$ cat src/rtl/monitor_contador_pkg.sv
// Shared definitions for the bounce-counter monitor: FSM state encoding and
// default widths used by the top and the event counters.
package monitor_contador_pkg;

    // state  | meaning
    // BUSCA0 | nothing stored yet, waiting for a first sample
    // BUSCA1 | one sample held in ult, trying to infer direction
    // SOBE   | locked, sequence is counting up
    // DESCE  | locked, sequence is counting down
    typedef enum logic [1:0] {
        BUSCA0 = 2'd0,
        BUSCA1 = 2'd1,
        SOBE   = 2'd2,
        DESCE  = 2'd3
    } estado_t;

    localparam int LARGURA_PADRAO  = 4;
    localparam int LARG_CNT_PADRAO = 8;

endpackage

$ cat src/rtl/monitor_contador_contador_saturado.sv
// Up-counter that sticks at its all-ones value instead of wrapping.
module contador_saturado
    import monitor_contador_pkg::*;
#(
    parameter int LARGURA = LARG_CNT_PADRAO
) (
    input  logic               clk,
    input  logic               reset,
    input  logic               incremento,
    output logic [LARGURA-1:0] valor
);

    localparam logic [LARGURA-1:0] UM = LARGURA'(1);

    // Count enabled events, holding at the maximum once reached.
    always_ff @(posedge clk) begin
        if (!reset) begin
            valor <= '0;
        end else if (incremento && (valor != '1)) begin
            valor <= valor + UM;
        end
    end

endmodule

$ cat src/rtl/monitor_contador.sv
// Monitor for an up/down bounce counter 0..MAXV,MAXV..0,0,...
// Locks onto the sequence, flags peaks, valleys and prediction errors, and
// keeps saturating counts of complete periods and of errors.
//
// state  | meaning
// BUSCA0 | no stored sample
// BUSCA1 | one stored sample (ult), direction not yet known
// SOBE   | tracking, ascending
// DESCE  | tracking, descending
module monitor_contador
    import monitor_contador_pkg::*;
#(
    parameter int LARGURA  = LARGURA_PADRAO,
    parameter int LARG_CNT = LARG_CNT_PADRAO
) (
    input  logic                clk,
    input  logic                reset,
    input  logic                valido,
    input  logic [LARGURA-1:0]  amostra,
    output logic                sincronizado,
    output logic                direcao,
    output logic                pico,
    output logic                vale,
    output logic                erro,
    output logic [LARG_CNT-1:0] n_ciclos,
    output logic [LARG_CNT-1:0] n_erros
);

    localparam logic [LARGURA-1:0] MAXV = '1;
    localparam logic [LARGURA-1:0] UM   = LARGURA'(1);

    estado_t            estado;
    logic [LARGURA-1:0] ult;
    logic [LARGURA-1:0] predicao;
    logic               confere;
    logic               sobe_ok;
    logic               desce_ok;
    logic               inc_ciclos;
    logic               inc_erros;

    // Expected next sample; the ends never wrap, they repeat (dwell).
    always_comb begin
        predicao   = ult;
        sobe_ok    = ((amostra == ult + UM) && (ult != MAXV)) ||
                     ((amostra == '0) && (ult == '0));
        desce_ok   = ((amostra == ult - UM) && (ult != '0)) ||
                     ((amostra == MAXV) && (ult == MAXV));
        case (estado)
            SOBE:    predicao = (ult == MAXV) ? MAXV : ult + UM;
            DESCE:   predicao = (ult == '0)   ? '0   : ult - UM;
            default: predicao = ult;
        endcase
        confere    = (amostra == predicao);
        inc_erros  = valido && ((estado == SOBE) || (estado == DESCE)) && !confere;
        inc_ciclos = valido && (estado == DESCE) && (ult == '0) && confere;
    end

    // Sequence tracking FSM with registered event pulses.
    always_ff @(posedge clk) begin
        if (!reset) begin
            estado <= BUSCA0;
            ult    <= '0;
            pico   <= 1'b0;
            vale   <= 1'b0;
            erro   <= 1'b0;
        end else begin
            pico <= 1'b0;
            vale <= 1'b0;
            erro <= 1'b0;
            if (valido) begin
                ult <= amostra;
                case (estado)
                    BUSCA0: estado <= BUSCA1;
                    BUSCA1: begin
                        if (sobe_ok) begin
                            estado <= SOBE;
                        end else if (desce_ok) begin
                            estado <= DESCE;
                        end
                    end
                    SOBE: begin
                        if (!confere) begin
                            erro   <= 1'b1;
                            estado <= BUSCA1;
                        end else if (ult == MAXV) begin
                            pico   <= 1'b1;
                            estado <= DESCE;
                        end
                    end
                    DESCE: begin
                        if (!confere) begin
                            erro   <= 1'b1;
                            estado <= BUSCA1;
                        end else if (ult == '0) begin
                            vale   <= 1'b1;
                            estado <= SOBE;
                        end
                    end
                    default: estado <= BUSCA0;
                endcase
            end
        end
    end

    // Status flags are straight decodes of the state register.
    assign sincronizado = (estado == SOBE) || (estado == DESCE);
    assign direcao      = (estado == DESCE);

    contador_saturado #(.LARGURA(LARG_CNT)) u_ciclos (
        .clk        (clk),
        .reset      (reset),
        .incremento (inc_ciclos),
        .valor      (n_ciclos)
    );

    contador_saturado #(.LARGURA(LARG_CNT)) u_erros (
        .clk        (clk),
        .reset      (reset),
        .incremento (inc_erros),
        .valor      (n_erros)
    );

endmodule

$ cat config.mk
export PLATFORM = sky130hd
export DESIGN_NAME = monitor_contador
export DESIGN_NICKNAME = d
export VERILOG_FILES = /design/src/rtl/monitor_contador_pkg.sv /design/src/rtl/monitor_contador_contador_saturado.sv /design/src/rtl/monitor_contador.sv
export SDC_FILE = /design/constraint.sdc
export NUM_CORES = 1
export LEC_CHECK = 0
export BUFFER_PORTS_ARGS = -buffer_cell sky130_fd_sc_hd__buf_2
export CELL_PAD_IN_SITES_DETAIL_PLACEMENT = 0
export CELL_PAD_IN_SITES_GLOBAL_PLACEMENT = 1
export CORE_MARGIN = 2
export CORE_UTILIZATION = 25
export CTS_CLUSTER_DIAMETER = 200
export DETAILED_ROUTE_END_ITERATION = 10
export PLACE_DENSITY_LB_ADDON = 0.1
export RECOVER_POWER = 100
export SLEW_MARGIN = 30
export SYNTH_ARGS = -nofsm -noshare
export SYNTH_HDL_FRONTEND = slang
export SYNTH_SLANG_ARGS = --single-unit
$ cat constraint.sdc
create_clock -name clk -period 6.83 [get_ports clk]
set_input_delay 0.683 -clock clk [delete_from_list [all_inputs] [get_ports clk]]
set_output_delay 0.683 -clock clk [all_outputs]
set_load 0.03 [all_outputs]
==> results of run 1 <==
[registers in the layout, summed over array words and instances (netlist names)]
register and flops:
erro 1, estado 2, pico 1, u_ciclos.valor 8, u_erros.valor 8, ult 4
vale 1
[metrics by stage]
step | util | hold WS (ps) | instance area, µm²
floorplan | - | 552 | 1670
global placement | 0.287 | 460 | 1830
detailed placement | 0.287 | 490 | 1830
CTS | 0.295 | 505 | 1880
global route | 0.286 | 534 | 1830
finish | 0.286 | 506 | 1830
[cells by family (layout without fill, tap and decap cells)]
kind of cell               Yosys count  after routing  synth area share
buffers and inverters               18             36            0.0503
AOI/OAI and AO/OA                   42             42             0.187
and+or+nand+nor                     83             83             0.302
adders and majority gates            4              4            0.0300
xor gates and xnor gates            12             12            0.0630
muxes                               11             11            0.0675
DFF                                 25             25             0.300
[worst max path at each step]
stage | depth (start not counted) | end
detailed placement | 9 | estado[0]$_SDFFE_PN0P_
global placement | 9 | estado[0]$_SDFFE_PN0P_
floorplan | 10 | estado[0]$_SDFFE_PN0P_
CTS | 9 | u_erros.valor[1]$_SDFFE_PN0P_
finish | 9 | estado[0]$_SDFFE_PN0P_
global route | 9 | estado[0]$_SDFFE_PN0P_
[power by group through the flow]
stage	Clock, mW	Combinational [mW]	Sequential [mW]
after floorplan	0	0.0493	0.156
after global placement	0	0.0566	0.162
after detailed placement	0	0.0563	0.162
after CTS	0.103	0.0566	0.159
after global routing	0.109	0.0595	0.160
final	0.0950	0.0531	0.159
[layout make-up]
class	count	area, µm²	area share
repair buffers	27	109	0.0595
multi-input cells	152	1060	0.577
clock inverters	1	7.51	0.00410
clock buffers	3	41.3	0.0226
well taps	77	96.3	0.0527
inverters	5	18.8	0.0103
flip-flops and latches	25	500	0.274
[worst min-delay path: cells and delay by family, from the launching register on]
family,cells,cell delay (ps)
flip-flops,1,340
AO/OA/AOI/OAI,2,130
[cells in the final DEF, fill, tap and decap left out, types with 3 or more instances in the layout]
cell type,Yosys,layout
dfxtp_1,25,25
clkbuf_1,7,21
nand2_1,16,16
nor2_1,10,10
a21oi_1,10,10
nand3_1,10,10
mux2i_1,9,9
o31ai_1,8,8
xnor2_1,7,7
o21ai_0,6,6
nand2b_1,6,6
or4_1,6,6
buf_2,4,6
inv_1,5,5
xor2_1,5,5
nand4_1,4,4
nor4_1,4,4
and3_1,4,4
ha_1,4,4
and4_1,3,3
o211ai_1,2,3
a211oi_1,2,3
clkbuf_8,0,3
[routing by layer]
metal	vias to the layer above	wire length (µm)
li1	769	-
met1	730	2160
met2	34	2130
met3	5	166
met4	0	63
met5	-	0
[cells in the mapped netlist (2+ instances only)]
cell	number	area [µm²]
dfxtp_1	25	500
nand2_1	16	60.1
a21oi_1	10	50.1
nand3_1	10	50.1
nor2_1	10	37.5
mux2i_1	9	90.1
o31ai_1	8	60.1
clkbuf_1	7	26.3
xnor2_1	7	61.3
nand2b_1	6	37.5
o21ai_0	6	30.0
or4_1	6	45.0
inv_1	5	18.8
xor2_1	5	43.8
and2_1	4	25.0
and3_1	4	25.0
buf_2	4	20.0
ha_1	4	50.1
nand4_1	4	25.0
nor4_1	4	25.0
and4_1	3	26.3
a211oi_1	2	15.0
mux2_2	2	22.5
nor3_2	2	20.0
o211ai_1	2	15.0
o22ai_1	2	12.5
==> key figures, run 1 <==
Hold path
  • Min-Delay Path Class: reg -> reg
  • Hold path depth: 2
  • Worst hold path startpoint: u_ciclos.valor[5]$_SDFFE_PN0P_
  • Worst Hold Endpoint: u_ciclos.valor[5]$_SDFFE_PN0P_

Drt
  • Routed WL per cell: 15.6 µm
  • Via count: 1538
  • Drt drc: 0
  • Detailed Routing Iterations Pass 1: 4
  • Vias per cell: about 5.3
  • Antenna-violating nets left: 0
  • Total Wirelength: 4520 µm
  • Initial detailed-routing violation count: just over 70

Floorplanning
  • Row Count: 29
  • Die width: 85.7 µm
  • Height of the die: 85.7 µm
  • Ports: 28
  • Die area: 7340 µm²
  • Core Area: 6390 µm²
  • Initial Utilization: 0.261

Power and ir drop
  • Int Pwr: approximately 0.21 mW
  • Combinational fraction of design power: 0.173
  • Fraction of power consumed by sequential logic: 0.517
  • Leakage: 0.642 nW
  • Peak VDD IR: 0.0690 mV
  • PD cells: about 170 nW/µm²
  • Switching part of the total: 0.311
  • Clk pwr share: 0.310
  • Overall Power: 0.307 mW
  • NetSw: approximately 0.095 mW

STA
  • Setup tns final: 0 ps
  • Hold Fails Final Rpt: 0
  • Slew Limit Fails: 0
  • Clk_skew: 3.41 ps
  • Fmax: 258 MHz
  • Setup violations, final: 0
  • Final period util: 0.568
  • Slew HR: 0.491
  • RSZ-0062 raised after global routing: false
  • Slew at the pin with the worst max-slew slack: 760 ps
  • Final worst slack: 2950 ps
  • Final min period: around 3900 ps

Worst setup path
  • Worst-path cell chain: inv_1, ha_1, nor3b_1, o22ai_1, or3_2, a211oi_1, o2111a_1, o211ai_1, a32o_1
  • Critical path peak fanout: 17
  • Worst setup EP type: flip-flop
  • R2R depth: 9
  • Worst R2R Setup Slack: between 2000 and 3000 ps
  • CP startpoint kind: flip-flop
  • Crit. Startpoint: ult[0]$_SDFFE_PN0P_
  • Worst path arrival time: 4060 ps
  • Worst EP required: 7010 ps
  • Top delay family on crit path: compound AO/OA/AOI/OAI gates
  • Crit-path slowest cell: a211oi_1
  • Slowest stage delay, CP: 680 ps
  • R2r endpoint: estado[0]$_SDFFE_PN0P_
  • Crit path buffers/inverters: 1
  • Crit path kind: reg -> reg
  • Reg-to-Reg Start: ult[0]$_SDFFE_PN0P_

Logic synthesis
  • Predominant post-synthesis flop cell: dfxtp_1
  • Post-Synthesis Cell Area: about 1700 µm²
  • Post-synthesis cell count: 195
  • Yosys cell types: 54
  • Yosys Warn Count: 0
  • FF+latch count, synth: 25
  • Synth Area per Inst: 8.55 µm²
  • Sequential share of the synthesized area: 0.300
  • Post-synth ARST share: 0
  • EDFF count, synth: 0
  • Syn_nets: between 200 and 250

CTS
  • CTS Sinks: 25
  • Max H-tree Level: 1
  • CTS Hold Bufs: 0
  • Max Buffers Root-to-Sink: 2
  • Setup Fix Bufs, Post-CTS: 0
  • Post-CTS Resized: 0
  • CTS tree: yes
  • TritonCTS buffer count: 3
  • Clk_lat worst skew: between 200 and 300 ps
  • Reg clk slew, reported paths: about 100 ps
  • Clock Tree Root: clkbuf_8

Global route
  • Gr ovfl total: 0
  • GRT Util Overall: 0.127
  • Grt peak-use layer: met2
  • Initial antenna violation count: 0
  • Met1 Usage GRT: 0.169
  • Largest net degree at the start of global routing: 18
  • M3 GR Usage: 0.0164
  • First-pass GRT wire length: 7410 µm
  • GR Util met2: 0.212
  • Vias in the first global route: roughly 1500

Finish
  • Nets: 225
  • Layout cell share with drive strength beyond 1: 0.0845
  • Layout area overhead: 9.68%
  • ANT cells: 0
  • Final std cells w/o fill: 290
  • Fill cells: 718

Placed design
  • # port buffers: 27
  • GPL Wtd Cong: roughly 0.83
  • Pre-CTS setup slack: 3750 ps
  • DP Wirelength: 3240 µm
  • Cell total after placement: 286

Status
  • Status: finished, final reports clean

Flow run
  • Max cap viols: 0
(Power assumes the default switching activity.)
==> run 2, diff against run 1 <==
Clock period 6.83 ns to 3.55 ns, I/O delays scaled along.
==> run 2 against run 1 <==
Net effect:
- critical path depth unchanged
- design area up 0.96%
- routed wire length down 1.1%
- largest power group unchanged
- cell count unchanged
- via count down 0.33%
- die area unchanged
- critical endpoint unchanged
- fmax up 25%
==> key figures, run 2 (synthesis gave the netlist of run 1 again) <==
Finish
  • Post-route cell area: 1850 µm² (was 1830 µm²)
  • Commonest non-fill, non-tap cell in the layout: dfxtp_1 (unchanged)
  • ANT cells: 0 (unchanged)
  • Top flop regs: u_ciclos.valor: 8 flops, u_erros.valor: 8 flops, ult: 4 flops (unchanged)
  • Nets: 225 (unchanged)
  • Layout area overhead: 10.7% (was 9.68%)
  • Layout cell share with drive strength beyond 1: 0.0939 (was 0.0845)
  • Most frequent cells in the layout: dfxtp_1, clkbuf_1, nand2_1 (unchanged)

Global route
  • Vias in the first global route: 1471 (was 1458)
  • Gr ovfl total: 0 (unchanged)
  • Grt peak-use layer: met2 (unchanged)
  • GR Util met2: 0.200 (was 0.212)
  • Met1 Usage GRT: 0.180 (was 0.169)
  • M3 GR Usage: 0.0154 (was 0.0164)
  • GRT Util Overall: 0.127 (about the same)
  • Initial antenna violation count: 0 (unchanged)
  • First-pass GRT wire length: 7560 µm (was 7410 µm)
  • Largest net degree at the start of global routing: 18 (unchanged)

Flow run
  • Max cap viols: 0 (unchanged)

Placed design
  • GPL Wtd Cong: 0.832 (unchanged)
  • Area after DPL: 1830 µm² (unchanged)
  • DP Wirelength: 3260 µm (was 3240 µm)
  • # port buffers: 27 (unchanged)

Drt
  • Detailed Routing Iterations Pass 1: 4 (unchanged)
  • Total Wirelength: 4470 µm (was 4520 µm)
  • Vias per cell: 5.29 (was 5.30)
  • Initial detailed-routing violation count: 63 (was 72)
  • Routed WL per cell: 15.4 µm (was 15.6 µm)
  • Antenna-violating nets left: 0 (unchanged)
  • Via count: 1533 (was 1538)
  • Drt drc: 0 (unchanged)

CTS
  • Setup Fix Bufs, Post-CTS: 0 (unchanged)
  • TritonCTS buffer count: 3 (unchanged)
  • Max H-tree Level: 1 (unchanged)
  • Clk_lat worst skew: 270 ps (was 280 ps)
  • CTS Sinks: 25 (unchanged)
  • Clock Tree Root: clkbuf_8 (unchanged)
  • Max Buffers Root-to-Sink: 2 (unchanged)
  • CTS tree: yes (unchanged)
  • Reg clk slew, reported paths: 100 ps (about the same)
  • CTS Hold Bufs: 0 (unchanged)
  • Post-CTS Resized: 0 (unchanged)

Power and ir drop
  • Peak VDD IR: 0.145 mV (was 0.0690 mV)
  • Int Pwr: 0.409 mW (was 0.212 mW)
  • NetSw: 0.181 mW (was 0.0953 mW)
  • Combinational fraction of design power: 0.179 (was 0.173)
  • Leakage: 0.647 nW (was 0.642 nW)
  • Clk pwr share: 0.303 (was 0.310)
  • Overall Power: 0.589 mW (was 0.307 mW)
  • Switching part of the total: 0.307 (was 0.311)
  • Fraction of power consumed by sequential logic: 0.518 (was 0.517)
  • PD cells: 319 nW/µm² (was 168 nW/µm²)

Worst setup path
  • Worst setup EP type: flip-flop (unchanged)
  • Critical path peak fanout: 17 (unchanged)
  • CP startpoint kind: flip-flop (unchanged)
  • Crit path kind: reg -> reg (unchanged)
  • R2R depth: 9 (unchanged)
  • Worst EP required: 3720 ps (was 7010 ps)
  • Worst path arrival time: 3270 ps (was 4060 ps)

STA
  • Hold Fails Final Rpt: 0 (unchanged)
  • Slew at the pin with the worst max-slew slack: 640 ps (was 760 ps)
  • RSZ-0062 raised after global routing: false (unchanged)
  • Final min period: 3090 ps (was 3880 ps)
  • Setup tns final: 0 ps (unchanged)
  • Fmax: 323 MHz (was 258 MHz)
  • Slew HR: 0.573 (was 0.491)
  • Slew Limit Fails: 0 (unchanged)
  • Setup violations, final: 0 (unchanged)
  • Final period util: 0.872 (was 0.568)
  • Clk_skew: 1.39 ps (was 3.41 ps)

Status
  • Status: finished, final reports clean (unchanged)

Floorplanning
  • Row Count: 29 (unchanged)
  • Ports: 28 (unchanged)
  • Initial Utilization: 0.261 (unchanged)
  • Core Area: 6390 µm² (unchanged)
  • Die width: 85.7 µm (unchanged)
  • Die area: 7340 µm² (unchanged)
  • Height of the die: 85.7 µm (unchanged)

Hold path
  • Hold path depth: 3 (was 2)
  • Min-Delay Path Class: in -> reg (was reg -> reg)
[run 2: cell type report]
cell class | count | area, µm²
clock inverter | 1 | 7.51
fill | 716 | 4540
multi-input combinational | 152 | 1070
inverter | 5 | 18.8
timing repair buffer | 27 | 109
tap | 77 | 96.3
clock buffer | 3 | 41.3
sequential | 25 | 500
[run 2: stage by stage]
step | util | cells | setup slack, ps | hold WS (ps)
2_1_floorplan | - | 195 | 914 | 502
5_1_grt | 0.289 | 290 | 126 | 442
3_3_place_gp | 0.287 | 286 | 516 | 460
4_1_cts | 0.295 | 290 | 445 | 434
6_report | 0.289 | 290 | 456 | 436
3_5_place_dp | 0.287 | 286 | 482 | 490
[run 2: worst max-delay path, cell delays in order, from the launching register on]
cell      delay (ps)
dfxtp_1          390
inv_1            190
ha_1             340
nor3b_2          290
o22ai_1          130
or3_1            410
a211oi_4         390
o2111a_2         460
o211ai_1         140
a32o_1           240
[run 2: final timing paths]
| kind | start | end | slack (ps) |
|---|---|---|---|
| worst max-delay path | ult[0]$_SDFFE_PN0P_ | estado[0]$_SDFFE_PN0P_ | 460 |
| worst min-delay path | amostra[2] | ult[2]$_SDFFE_PN0P_ | 440 |
| worst max register to register | ult[0]$_SDFFE_PN0P_ | estado[0]$_SDFFE_PN0P_ | 460 |
| worst min register to register | u_ciclos.valor[5]$_SDFFE_PN0P_ | u_ciclos.valor[5]$_SDFFE_PN0P_ | 500 |
[run 2: power groups by stage]
stage               registers, mW  logic, mW  clock network [mW]
floorplan                   0.300     0.0948                   0
global placement            0.312      0.109                   0
detailed placement          0.312      0.108                   0
CTS                         0.305      0.109               0.188
global route                0.308      0.118               0.201
finish                      0.305      0.105               0.179
[run 2: routing by layer]
layer / routed length [µm] / part of all wire
met5: 0 / 0
met1: 2240 / 0.50
met2: 2050 / 0.46
met4: 60 / 0.013
met3: 115 / 0.026
==> run 3, diff against run 2 <==
Settings changed: CORE_MARGIN 2 to 8, PLACE_DENSITY_LB_ADDON 0.1 to 0.15.
==> run 3 against run 2 <==
Net effect:
- critical path depth did not move
- clock skew rose by 2.3 ps
- sequential share of layout area rose by 0.11 points
- fmax fell by 1.4%
- highest routed layer unchanged
- core utilization fell by 0.12 points
- critical path type unchanged
- combinational power barely moved
- flip-flop and latch count did not move
- sequential power barely moved
==> key figures, run 3 (synthesis gave the netlist of run 1 again) <==
Global route
  • GRT Util Overall: 0.0960 (was 0.127)
  • Initial antenna violation count: 0 (unchanged)
  • Vias in the first global route: 1439 (was 1471)
  • Gr ovfl total: 0 (unchanged)
  • First-pass GRT wire length: 7740 µm (was 7560 µm)
  • Largest net degree at the start of global routing: 18 (unchanged)

Drt
  • Detailed Routing Iterations Pass 1: 4 (unchanged)
  • Antenna-violating nets left: 0 (unchanged)
  • Vias per cell: 5.29 (about the same)
  • Via count: 1534 (was 1533)
  • Routed WL per cell: 15.7 µm (was 15.4 µm)
  • Initial detailed-routing violation count: 113 (was 63)
  • Total Wirelength: 4540 µm (was 4470 µm)
  • Drt drc: 0 (unchanged)

Worst setup path
  • Crit path kind: reg -> reg (unchanged)
  • Critical path peak fanout: 8 (was 17)
  • Worst EP required: 3750 ps (was 3720 ps)
  • Slowest stage delay, CP: 520 ps (was 460 ps)
  • Crit-path slowest cell: or4_1 (was o2111a_2)
  • CP startpoint kind: flip-flop (unchanged)
  • Worst setup EP type: flip-flop (unchanged)
  • Worst path arrival time: 3340 ps (was 3270 ps)
  • Worst-path cell chain: inv_1, ha_1, nor3b_2, o22ai_1, or3_1, a211oi_4, nand2_1, or4_1, a21oi_1 (was inv_1, ha_1, nor3b_2, o22ai_1, or3_1, a211oi_4, o2111a_2, o211ai_1, a32o_1)

STA
  • Slew at the pin with the worst max-slew slack: 649 ps (was 640 ps)
  • Hold Fails Final Rpt: 0 (unchanged)
  • RSZ-0062 raised after global routing: false (unchanged)
  • Clk_skew: 3.73 ps (was 1.39 ps)
  • Final worst slack: 411 ps (was 456 ps)
  • Final min period: 3140 ps (was 3090 ps)
  • Fmax: 319 MHz (was 323 MHz)
  • Setup tns final: 0 ps (unchanged)
  • Slew HR: 0.567 (was 0.573)
  • Final period util: 0.884 (was 0.872)
  • Slew Limit Fails: 0 (unchanged)
  • Setup violations, final: 0 (unchanged)

Floorplanning
  • Row Count: 29 (unchanged)
  • Core Area: 6390 µm² (unchanged)
  • Die width: 97.7 µm (was 85.7 µm)
  • Initial Utilization: 0.261 (unchanged)
  • Die area: 9540 µm² (was 7340 µm²)
  • Height of the die: 97.7 µm (was 85.7 µm)
  • Ports: 28 (unchanged)

Power and ir drop
  • Peak VDD IR: 0.127 mV (was 0.145 mV)
  • Leakage: 0.634 nW (was 0.647 nW)
  • PD cells: 323 nW/µm² (was 319 nW/µm²)

Placed design
  • Pre-CTS setup slack: 487 ps (was 482 ps)
  • GPL Wtd Cong: 0.713 (was 0.832)
  • DP Wirelength: 3300 µm (was 3260 µm)
  • # port buffers: 27 (unchanged)

CTS
  • Clock Tree Root: clkbuf_8 (unchanged)
  • Reg clk slew, reported paths: 100 ps (about the same)
  • CTS Hold Bufs: 0 (unchanged)
  • Setup Fix Bufs, Post-CTS: 0 (unchanged)
  • TritonCTS buffer count: 3 (unchanged)
  • Max H-tree Level: 1 (unchanged)
  • Post-CTS Resized: 0 (unchanged)
  • CTS tree: yes (unchanged)
  • CTS Sinks: 25 (unchanged)
  • Clk_lat worst skew: 280 ps (was 270 ps)
  • Max Buffers Root-to-Sink: 2 (unchanged)

Status
  • Status: finished, final reports clean (unchanged)

Finish
  • Layout cell share with drive strength beyond 1: 0.0892 (was 0.0939)
  • Nets: 225 (unchanged)
  • ANT cells: 0 (unchanged)
  • Top flop regs: u_ciclos.valor: 8 flops, u_erros.valor: 8 flops, ult: 4 flops (unchanged)
  • Layout area overhead: 10.3% (was 10.7%)
  • Commonest non-fill, non-tap cell in the layout: dfxtp_1 (unchanged)
  • Most frequent cells in the layout: dfxtp_1, clkbuf_1, nand2_1 (unchanged)

Flow run
  • Max cap viols: 0 (unchanged)

Hold path
  • Min-Delay Path Class: in -> reg (unchanged)
-- run 3: worst max-delay path: cells and delay by family, from the launching register on --
kind / cells / cell delay, ps
buffers and inverters: 1 / 170
adder cells (fa/ha/maj): 1 / 330
AO/OA/AOI/OAI: 3 / 660
AND/OR/NAND/NOR: 4 / 1510
flip-flops: 1 / 390
-- run 3: worst paths after layout --
path / from / to / slack [ps] / depth (start not counted)
max: ult[0]$_SDFFE_PN0P_ / u_ciclos.valor[7]$_SDFFE_PN0P_ / 410 / 9
min: amostra[2] / ult[2]$_SDFFE_PN0P_ / 420 / 3
max reg2reg: ult[0]$_SDFFE_PN0P_ / u_ciclos.valor[7]$_SDFFE_PN0P_ / 410 / 9
min reg2reg: u_erros.valor[4]$_SDFFE_PN0P_ / u_erros.valor[4]$_SDFFE_PN0P_ / 490 / 2
-- run 3: per-stage QoR --
step / util / hold WS [ps] / power [mW] / std cells / cell area [µm²]
2_1_floorplan: - / 502 / 0.395 / 195 / 1670
3_3_place_gp: 0.287 / 475 / 0.423 / 286 / 1830
3_5_place_dp: 0.287 / 479 / 0.419 / 286 / 1830
4_1_cts: 0.295 / 417 / 0.605 / 290 / 1880
5_1_grt: 0.288 / 453 / 0.628 / 290 / 1840
6_report: 0.288 / 418 / 0.593 / 290 / 1840
-- run 3: power by group --
| group | internal, mW | switching, mW | total, mW |
|---|---|---|---|
| combinational | 0.0429 | 0.0613 | 0.104 |
| sequential | 0.286 | 0.0198 | 0.306 |
| clock | 0.0798 | 0.103 | 0.183 |
| total | 0.409 | 0.185 | 0.593 |
-- run 3: layout make-up --
| cell class | instances | area, µm² |
|---|---|---|
| well taps | 77 | 96.3 |
| fillers | 708 | 4550 |
| inverters | 5 | 18.8 |
| clock buffers | 3 | 41.3 |
| repair buffers | 27 | 109 |
| flip-flops and latches | 25 | 500 |
| clock inverters | 1 | 7.51 |
| multi-input cells | 152 | 1070 |
-- run 3: layer usage --
| metal | part of all wire | track usage | wire length [µm] |
|---|---|---|---|
| met1 | 0.49 | 0.129 | 2240 |
| met4 | 0.014 | 0.0315 | 63 |
| met3 | 0.035 | 0.0235 | 158 |
| met5 | 0 | 0 | 0 |
| met2 | 0.46 | 0.144 | 2080 |
